File: config.mk
export PLATFORM = sky130hd
export DESIGN_NAME = ram_bus_arbiter
export DESIGN_NICKNAME = d
export VERILOG_FILES = /design/src/rtl/ram_bus_arbiter.sv
export SDC_FILE = /design/constraint.sdc
export NUM_CORES = 1
export LEC_CHECK = 0
export ABC_AREA = 0
export BUFFER_PORTS_ARGS = -buffer_cell sky130_fd_sc_hd__buf_2
export CORE_AREA = 4 4 145 147
export CTS_CLUSTER_DIAMETER = 150
export DETAILED_ROUTE_END_ITERATION = 6
export DIE_AREA = 0 0 149 151
export GPL_TIMING_DRIVEN = 0
export PLACE_DENSITY_LB_ADDON = 0.12
export SLEW_MARGIN = 20
export SYNTH_ARGS = -nofsm -noshare
export SYNTH_HDL_FRONTEND = slang
export SYNTH_SLANG_ARGS = --single-unit
File: constraint.sdc
create_clock -name clk -period 2.6 [get_ports clk]
set_clock_uncertainty 0.15 [all_clocks]
set_input_delay 0.39 -clock clk [delete_from_list [all_inputs] [get_ports clk]]
set_output_delay 0.39 -clock clk [all_outputs]
set_load 0.02 [all_outputs]
File: src/rtl/ram_bus_arbiter.sv
// N-master arbiter for the shared RAM data port, with a read-return pipeline that routes data back to the issuing master.
// Define ARB_FIXED_PRIORITY_EN to replace round-robin with lowest-index-wins (no rr pointer).
module ram_bus_arbiter #(
    parameter  int N_MASTERS = 2,
    parameter  int ADDR_W    = 32,
    parameter  int DATA_W    = 32,
    parameter  int READ_LAT  = 1,
    localparam int MIDX_W    = (N_MASTERS > 1) ? $clog2(N_MASTERS) : 1,
    localparam int BE_W      = DATA_W / 8
) (
    input  logic                        clk,
    input  logic                        rst,
    input  logic                        clk_en,
    input  logic                        i_lock_en,
    input  logic [MIDX_W-1:0]           i_lock_master,
    input  logic [N_MASTERS-1:0]        i_m_read_req,
    input  logic [N_MASTERS*ADDR_W-1:0] i_m_read_addr,
    input  logic [N_MASTERS-1:0]        i_m_write_enable,
    input  logic [N_MASTERS*BE_W-1:0]   i_m_byte_enable,
    input  logic [N_MASTERS*ADDR_W-1:0] i_m_write_addr,
    input  logic [N_MASTERS*DATA_W-1:0] i_m_write_data,
    output logic [N_MASTERS-1:0]        o_m_grant,
    output logic [N_MASTERS-1:0]        o_m_read_valid,
    output logic [DATA_W-1:0]           o_m_read_data,
    output logic                        o_read_req,
    output logic [ADDR_W-1:0]           o_read_addr,
    input  logic [DATA_W-1:0]           i_read_data,
    output logic                        o_write_enable,
    output logic [BE_W-1:0]             o_byte_enable,
    output logic [ADDR_W-1:0]           o_write_addr,
    output logic [DATA_W-1:0]           o_write_data
);

    logic [N_MASTERS-1:0] req;
    logic [N_MASTERS-1:0] elig;
    logic [MIDX_W-1:0]    start;
    logic [MIDX_W-1:0]    win;
    logic                 found;
    logic                 grant_ok;

    logic [READ_LAT-1:0]             vld_q;
    logic [READ_LAT-1:0][MIDX_W-1:0] idx_q;

    always_comb begin
        req  = i_m_read_req | i_m_write_enable;
        elig = '0;
        for (int unsigned k = 0; k < N_MASTERS; k++) begin
            if (!i_lock_en) begin
                elig[k] = req[k];
            end else if (32'(i_lock_master) == k) begin
                elig[k] = req[k];
            end
        end
    end

    // Search upward from start, wrapping at N_MASTERS-1; start is 0 in fixed-priority mode.
    always_comb begin
        found = 1'b0;
        win   = '0;
        for (int unsigned i = 0; i < N_MASTERS; i++) begin
            int unsigned idx;
            idx = 32'(start) + i;
            if (idx >= 32'(N_MASTERS)) begin
                idx = idx - 32'(N_MASTERS);
            end
            if (!found && elig[idx[MIDX_W-1:0]]) begin
                found = 1'b1;
                win   = idx[MIDX_W-1:0];
            end
        end
    end

    assign grant_ok = found & clk_en & rst;

`ifdef ARB_FIXED_PRIORITY_EN
    assign start = '0;
`else
    logic [MIDX_W-1:0] rr_ptr_q;
    logic [MIDX_W-1:0] rr_ptr_d;

    always_comb begin
        rr_ptr_d = rr_ptr_q;
        if (grant_ok) begin
            rr_ptr_d = (32'(win) == 32'(N_MASTERS - 1)) ? '0 : win + MIDX_W'(1);
        end
    end

    always_ff @(posedge clk or negedge rst) begin
        if (!rst) begin
            rr_ptr_q <= '0;
        end else begin
            rr_ptr_q <= rr_ptr_d;
        end
    end

    assign start = rr_ptr_q;
`endif

    always_comb begin
        o_m_grant      = '0;
        o_read_req     = 1'b0;
        o_read_addr    = '0;
        o_write_enable = 1'b0;
        o_byte_enable  = '0;
        o_write_addr   = '0;
        o_write_data   = '0;
        if (grant_ok) begin
            o_m_grant[win] = 1'b1;
            o_read_req     = i_m_read_req[win];
            o_read_addr    = i_m_read_addr[int'(win)*ADDR_W +: ADDR_W];
            o_write_enable = i_m_write_enable[win];
            o_byte_enable  = i_m_byte_enable[int'(win)*BE_W +: BE_W];
            o_write_addr   = i_m_write_addr[int'(win)*ADDR_W +: ADDR_W];
            o_write_data   = i_m_write_data[int'(win)*DATA_W +: DATA_W];
        end
    end

    // Return pipeline steps with clk_en so it stays aligned with the gated RAM.
    always_ff @(posedge clk or negedge rst) begin
        if (!rst) begin
            vld_q <= '0;
            idx_q <= '0;
        end else if (clk_en) begin
            vld_q[0] <= o_read_req;
            idx_q[0] <= win;
            for (int unsigned i = 1; i < READ_LAT; i++) begin
                vld_q[i] <= vld_q[i-1];
                idx_q[i] <= idx_q[i-1];
            end
        end
    end

    always_comb begin
        o_m_read_valid = '0;
        if (rst && clk_en && vld_q[READ_LAT-1]) begin
            o_m_read_valid[idx_q[READ_LAT-1]] = 1'b1;
        end
    end

    assign o_m_read_data = i_read_data;

endmodule

======== Word level (Yosys, flattened, before mapping) ========
Index checks and enable logic that the tools add are counted.
word-level totals
  bits in registers ....................... 3
  input port bits ......................... 241
  output and inout bits ................... 138
  logic and storage cells ................. 59
operators by class
  add/sub/neg operators ................... 4
  order comparisons ....................... 8
  shift-type cells ........................ 4
  multiplexer cells ....................... 31
  bitwise gates (word level) .............. 3
  reductions and logical operators ........ 6
operators with widths
  kind                                                  count
  variable part select 64 x 7 -> 32 bit                 3
  two-way mux 32 bit                                    3
  two-way mux 1 bit                                     23
  < comparator 1 x 2 -> 1 bit (second input constant)   4
  variable part select 8 x 4 -> 4 bit                   1
  logical AND 1 bit                                     5
  two-way mux 2 bit                                     2
  two-way mux 4 bit                                     1
  adder 1 x 1 -> 2 bit (second input constant)          1
  AND 1 bit                                             2
  demux 1 bit (select 1 bit)                            2
  >= comparator 1 bit (second input constant)           2
  >= comparator 1 x 2 -> 1 bit (second input constant)  1
  >= comparator 2 bit (second input constant)           1
  OR 2 bit                                              1
  subtractor 1 bit (second input constant)              2
  adder 1 bit (second input constant)                   1
  zero test 1 bit                                       1

======== Logic depth before layout (Yosys ltp) ========
Gate-level depths: netlist of run 1.
  depth after elaboration ................. 14
  mapped depth ............................ 5
  depth with buffers taken out ............ 3

======== Least setup slack after synthesis of run 1 ========
Ideal clock, no wire load.
  path type ............................... in2out
  start point ............................. in i_m_write_enable[0]
  end point ............................... out o_read_addr[22]
  arrival ................................. 1.722 ns
  required time ........................... 2.060 ns
  slack ................................... 0.338 ns
  stages on the path ...................... 4
  buffers on the path ..................... 1
  path through ............................ a2bb2oi_2 > a2111oi_4 > clkbuf_1 > a22o_1
on the way
  cells in the longest elaborated chain, start to end .. 12
  elaborated cells on any way between the ends .. 17
  classes of those cells .................. shift: 1; mux: 11; bitwise: 3; reduce/logical: 2
RTL lines
  element                                                                        RTL line  RTL
  from (decl)                                                                    18        input logic [N_MASTERS-1:0] i_m_write_enable,
  OR 2 bit (*)                                                                   45        req = i_m_read_req | i_m_write_enable;
  two-way mux 1 bit                                                              50        end else if (32'(i_lock_master) == k) begin
  two-way mux 1 bit (*)                                                          48        if (!i_lock_en) begin
  branches (longest 8 deep; another with variable part select 64 x 7 -> 32 bit)  --
  two-way mux 32 bit (*)                                                         107       if (grant_ok) begin
  to (decl)                                                                      26        output logic [ADDR_W-1:0] o_read_addr,
Mark *: on every way between the ends. The select of a mux whose other input is x is not followed.

======== Worst setup path in the final report of run 1 ========
  start point ............................. in i_m_write_enable[0]
  end point ............................... out o_write_addr[7]
on the way
  cells in the longest elaborated chain, start to end .. 12
  elaborated cells on any way between the ends .. 17
  classes of those cells .................. shift: 1; mux: 11; bitwise: 3; reduce/logical: 2
RTL lines
  element                                                                        RTL line  RTL
  OR 2 bit (*)                                                                   45
  two-way mux 1 bit                                                              50
  two-way mux 1 bit (*)                                                          48
  branches (longest 8 deep; another with variable part select 64 x 7 -> 32 bit)  --
  two-way mux 32 bit (*)                                                         107
  to (decl)                                                                      30        output logic [ADDR_W-1:0] o_write_addr,
Marks and branches as above.

==> results of run 1 <==
[metal layers]
metal / GRT usage, % / part of all wire (%) / wire length (um) / vias to the layer above
met5: 0 / 0.064 / 7 / -
met3: 2.60 / 11 / 1230 / 6
li1: - / - / - / 1401
met4: 0.824 / 0.30 / 33 / 2
met2: 16.4 / 55 / 5990 / 190
met1: 8.22 / 33 / 3650 / 1286
[repair_timing]
| item | CTS | global route |
|---|---|---|
| pin swaps | 1 | 0 |
| setup buffers | 1 | 0 |
| hold endpoints to repair | 3 | 0 |
| endpoints found under the setup margin | 102 | 24 |
| hold buffers | 1 | 0 |
| gates resized for setup | 9 | 1 |
[cells in the final DEF (no fill, tap or decap), types with 2 or more instances in the layout]
cell       instances
a22o_1           102
buf_1              2
buf_2            358
buf_4             35
clkbuf_1           5
clkbuf_16          3
clkbuf_2           2
dfrtp_1            3
[area by class of cell]
type	count	area (um2)	area share, %
sequential	3	75.1	2.06
tap	270	338	9.26
clock buffer	4	78.8	2.16
buffer	54	348	9.53
timing repair buffer	348	1750	47.9
inverter	1	3.75	0.103
multi-input combinational	118	1060	29.0
[report_power, final]
group	internal, mW	switching (mW)	leakage (nW)
Sequential	0.0563	0.00401	0.0377
Clock	0.202	0.0421	0.0382
Combinational	0.337	0.395	2.16
Total	0.596	0.442	2.24
[state kept, by name, summed over array words and instances (netlist names)]
register  flops
idx_q         1
rr_ptr_q      1
vld_q         1
[Yosys cell counts]
cell type  count
and2_1         1
nand2_1        1
mux2_2         1
buf_2         14
o21ai_0        1
a221o_1        1
a22o_1       102
nor2b_1        2
nor3b_1        1
a2111oi_4      1
buf_1          1
buf_4         32
a2bb2oi_2      1
nor2_1         1
o311a_1        1
inv_1          1
nand3_1        1
and3_1         1
a211oi_1       1
dfrtp_1        3
nor3_1         1
clkbuf_1       7
[cell families after synthesis]
family / count (synthesis) / synth area share, %
compound gates: 108 / 66.8
buf+inv: 55 / 23.7
simple gates: 9 / 3.45
flops: 3 / 5.18
mux: 1 / 0.777
[metrics by stage]
stage | hold slack [ns] | std cells | util, % | TNS (ns)
after CTS | 0.323 | 798 | 18.3 | -0.00283
after global routing | 0.331 | 798 | 18.3 | -1.41
final | 0.323 | 798 | 18.3 | 0
after global placement | 0.0505 | 792 | 17.7 | -24.05
after floorplan | -0.0556 | 176 | - | 0
after detailed placement | 0.0589 | 792 | 17.7 | -25.01
[critical path, stage by stage]
cell	delay, ns
buf_2	0.12
a2bb2oi_4	0.19
a2111oi_4	0.35
buf_4	0.26
buf_2	0.25
a22o_1	0.22
buf_2	0.19
[path summary, 6_finish.rpt]
path	from	to	slack, ns
worst max-delay path	i_m_write_enable[0]	o_write_addr[7]	0.07
worst min-delay path	clk_en	idx_q	0.32
worst max register to register	rr_ptr_q	vld_q	0.86
worst min register to register	idx_q	idx_q	0.39
max in group asynchronous	rst	idx_q	1.74
min in group asynchronous	rst	rr_ptr_q	0.41
==> qor.csv, run 1 <==
metric,value,unit
status,"finished, final reports clean",
start_util,7.28,%
peakVddDrop,0.121,mV
first_iter_violations,59,
power_density,284,mW/mm2
post-route-drc-count,0,
overflow,0,
syn_nets,417,
synth.top_cell.area_share,61.7,%
dr.pass1.iters,4,
p_leak,2.24,nW
drtAntennaViolNets,0,
synth_cell_types,22,
hp-class,primary input to flip-flop,
dp_hpwl,9710,um
grt_usage,8.07,%
die_y,151,um
period_share,97.4,%
min_path_cells,2,
antenna_cells,0,
ys_warn_count,0,
cts_buffers,3,
portBuffers,346,
vias,2885,
critPathKind,primary input to output port,
hold_viol_final,0,
worstPathRequired,2.06,ns
clk_pin_slew,0.03,ns
dp_slack,-0.469,ns
core_area,0.0199,mm2
dpl_cell_area,0.00352,mm2
grt_pass1_vias,2746,
endpoint_kind,output port,
fill_cells,2290,
dieWidth,149,um
syn_to_final_growth,152,%
grt_max_degree,11,
fmax,395,MHz
via_per_inst,3.62,
layout.nets,770,
drv_slew,0,
ys_seq_area_share,5.18,%
setup_viol,0,
grt_pass1_wl,14400,um
crit_path_start_kind,primary input,
rsz0062_at_grt,true,
antenna_found_initial,1,
tightestPinTransition,0.472,ns
clock_latency,0.22,ns
synth.cell_area,0.00145,mm2
design_area,0.00365,mm2
wire_per_inst,13.7,um
p_total,1.04,mW
cp.arrival,1.99,ns
rows,52,
cts_max_level,1,
ios,379,
slew_headroom,68.5,%
clockRootBuffer,clkbuf_16,
clkSinkCount,3,
yosysTopAreaCell,a22o_1,
crit_path_max_fanout,10,
drv_cap,0,
place.gp.congestion,0.758,
drt_wl_total,10900,um
cts_tree,yes,
min_period,2.53,ns
drive_gt1_share,76.5,%
fin_ws,0.0685,ns
syn_inst,176,
clockBufferDepth,2,
synth_area_leaders,"a22o_1 62%, buf_4 17%, dfrtp_1 5.2%",
dieArea,0.0225,mm2
synth.avg_cell_area,8.23,um2
ys_seq_elements,3,
r2r.worst_path.cells,4,
Note: power is estimated with default switching activity, not from simulation.
==> inputs of run 2 (changes only) <==
- CELL_PAD_IN_SITES_DETAIL_PLACEMENT: not set -> 0
- CELL_PAD_IN_SITES_GLOBAL_PLACEMENT: not set -> 1
==> run 2 against run 1 <==
Routed wire length rose by 10%. Die area unchanged. Core utilization barely moved.
==> qor.csv, run 2 (same netlist as run 1, synthesis figures left out) <==
metric,value,unit,change
status,"finished, final reports clean",,unchanged
hold_viol_final,0,,unchanged
wire_per_inst,15.0,um,was 13.7 um
setup_viol,0,,unchanged
p_leak,2.25,nW,was 2.24 nW
slew_headroom,64.5,%,was 68.5%
clockBufferDepth,2,,unchanged
portBuffers,346,,unchanged
place.gp.congestion,0.760,,was 0.758
overflow,0,,unchanged
clkSinkCount,3,,unchanged
cts_tree,yes,,unchanged
grt_util_met3,2.06,%,was 2.60%
drt_wl_total,12000,um,was 10900 um
clk_pin_slew,0.03,ns,about the same
grt_pass1_wl,15700,um,was 14400 um
endpoint_kind,output port,,unchanged
rsz0062_at_grt,false,,was true
antenna_found_initial,1,,unchanged
fin_ws,0.111,ns,was 0.0685 ns
drive_gt1_share,77.1,%,was 76.5%
via_per_inst,3.62,,about the same
period_share,95.7,%,was 97.4%
drv_slew,0,,unchanged
met1_usage,9.06,%,was 8.22%
cts_buffers,3,,unchanged
crit_path_max_fanout,10,,unchanged
dieArea,0.0225,mm2,unchanged
largest_registers,"idx_q x1, rr_ptr_q x1, vld_q x1",,unchanged
syn_to_final_growth,152,%,about the same
hp-class,primary input to flip-flop,,unchanged
post-route-drc-count,0,,unchanged
cp.arrival,1.95,ns,was 1.99 ns
ios,379,,unchanged
peakVddDrop,0.137,mV,was 0.121 mV
placed_cells,792,,unchanged
clock_latency,0.23,ns,was 0.22 ns
dr.pass1.iters,4,,unchanged
start_util,7.28,%,unchanged
grt_pass1_vias,2888,,was 2746
fmax,402,MHz,was 395 MHz
busiest_layer,met2,,unchanged
min_period,2.49,ns,was 2.53 ns
power_density,286,mW/mm2,was 284 mW/mm2
drtAntennaViolNets,0,,unchanged
first_iter_violations,51,,was 59
vias,2898,,was 2885
core_area,0.0199,mm2,unchanged
grt_max_degree,11,,unchanged
grt_usage,9.00,%,was 8.07%
clockRootBuffer,clkbuf_16,,unchanged
cts_max_level,1,,unchanged
worstPathRequired,2.06,ns,about the same
layout.nets,771,,was 770
stdcell_count,800,,was 798
critPathKind,primary input to output port,,unchanged
p_total,1.05,mW,was 1.04 mW
grtUsageMet2,18.5,%,was 16.4%
die_y,151,um,unchanged
tightestPinTransition,0.533,ns,was 0.472 ns
dieWidth,149,um,unchanged
r2r_slack,0.93,ns,was 0.86 ns
final_common_cell,buf_2,,unchanged
rows,52,,unchanged
drv_cap,0,,unchanged
crit_path_start_kind,primary input,,unchanged
dp_hpwl,10800,um,was 9710 um
final_cell_mix,"356 x buf_2, 102 x a22o_1, 36 x buf_4",,"was 358 x buf_2, 102 x a22o_1, 35 x buf_4"
dp_slack,-0.277,ns,was -0.469 ns
run 2: stage by stage:
stage / util [%] / area (um2) / hold WS, ns / TNS (ns)
6_report: 18.4 / 3660 / 0.310 / 0
5_1_grt: 18.4 / 3660 / 0.333 / 0
4_1_cts: 18.3 / 3640 / 0.310 / 0
3_3_place_gp: 17.7 / 3520 / 0.0491 / -9.79
2_1_floorplan: - / 1450 / -0.0556 / 0
3_5_place_dp: 17.7 / 3520 / 0.0498 / -13.33
run 2: report_power, final:
part | switching, mW | total, mW | internal (mW)
Combinational | 0.401 | 0.739 | 0.338
Clock | 0.0459 | 0.249 | 0.203
Sequential | 0.00410 | 0.0604 | 0.0563
run 2: worst paths after layout:
path,startpoint,endpoint,cells after the start
setup / recovery,i_m_write_enable[0],o_byte_enable[0],8
hold / removal,clk_en,idx_q,2
setup reg to reg,rr_ptr_q,vld_q,4
hold reg to reg,idx_q,idx_q,1
max in group asynchronous,rst,rr_ptr_q,2
min in group asynchronous,rst,vld_q,2
run 2: final cells by class:
class                   count  area [um2]
diodes                      1        2.50
fillers                  2281       16300
well taps                 270         338
repair buffers            349        1760
plain buffers              54         357
multi-input cells         118        1050
inverters                   1        3.75
flip-flops and latches      3        75.1
clock buffers               4        78.8
run 2: worst max-delay path, stage by stage:
cell       delay [ns]
buf_2            0.12
a2bb2oi_2        0.20
a2111oi_4        0.32
buf_4            0.16
buf_4            0.18
clkbuf_4         0.23
a22o_1           0.17
buf_2            0.17
run 2: per-layer routing:
layer  up-vias  part of all wire (%)
met5         -                     0
met4         0                  0.71
met3         5                    11
met2       221                    55
met1      1268                    33
li1       1404                     -
run 2: what timing repair did:
item | in CTS | in global routing
cloned | 0 | 0
hold buffers | 1 | 0
buffers inserted | 2 | 0
resized for setup | 4 | 12
hold endpoints to repair | 3 | 0
pin swaps | 1 | 0
endpoints found under the setup margin | 93 | 29
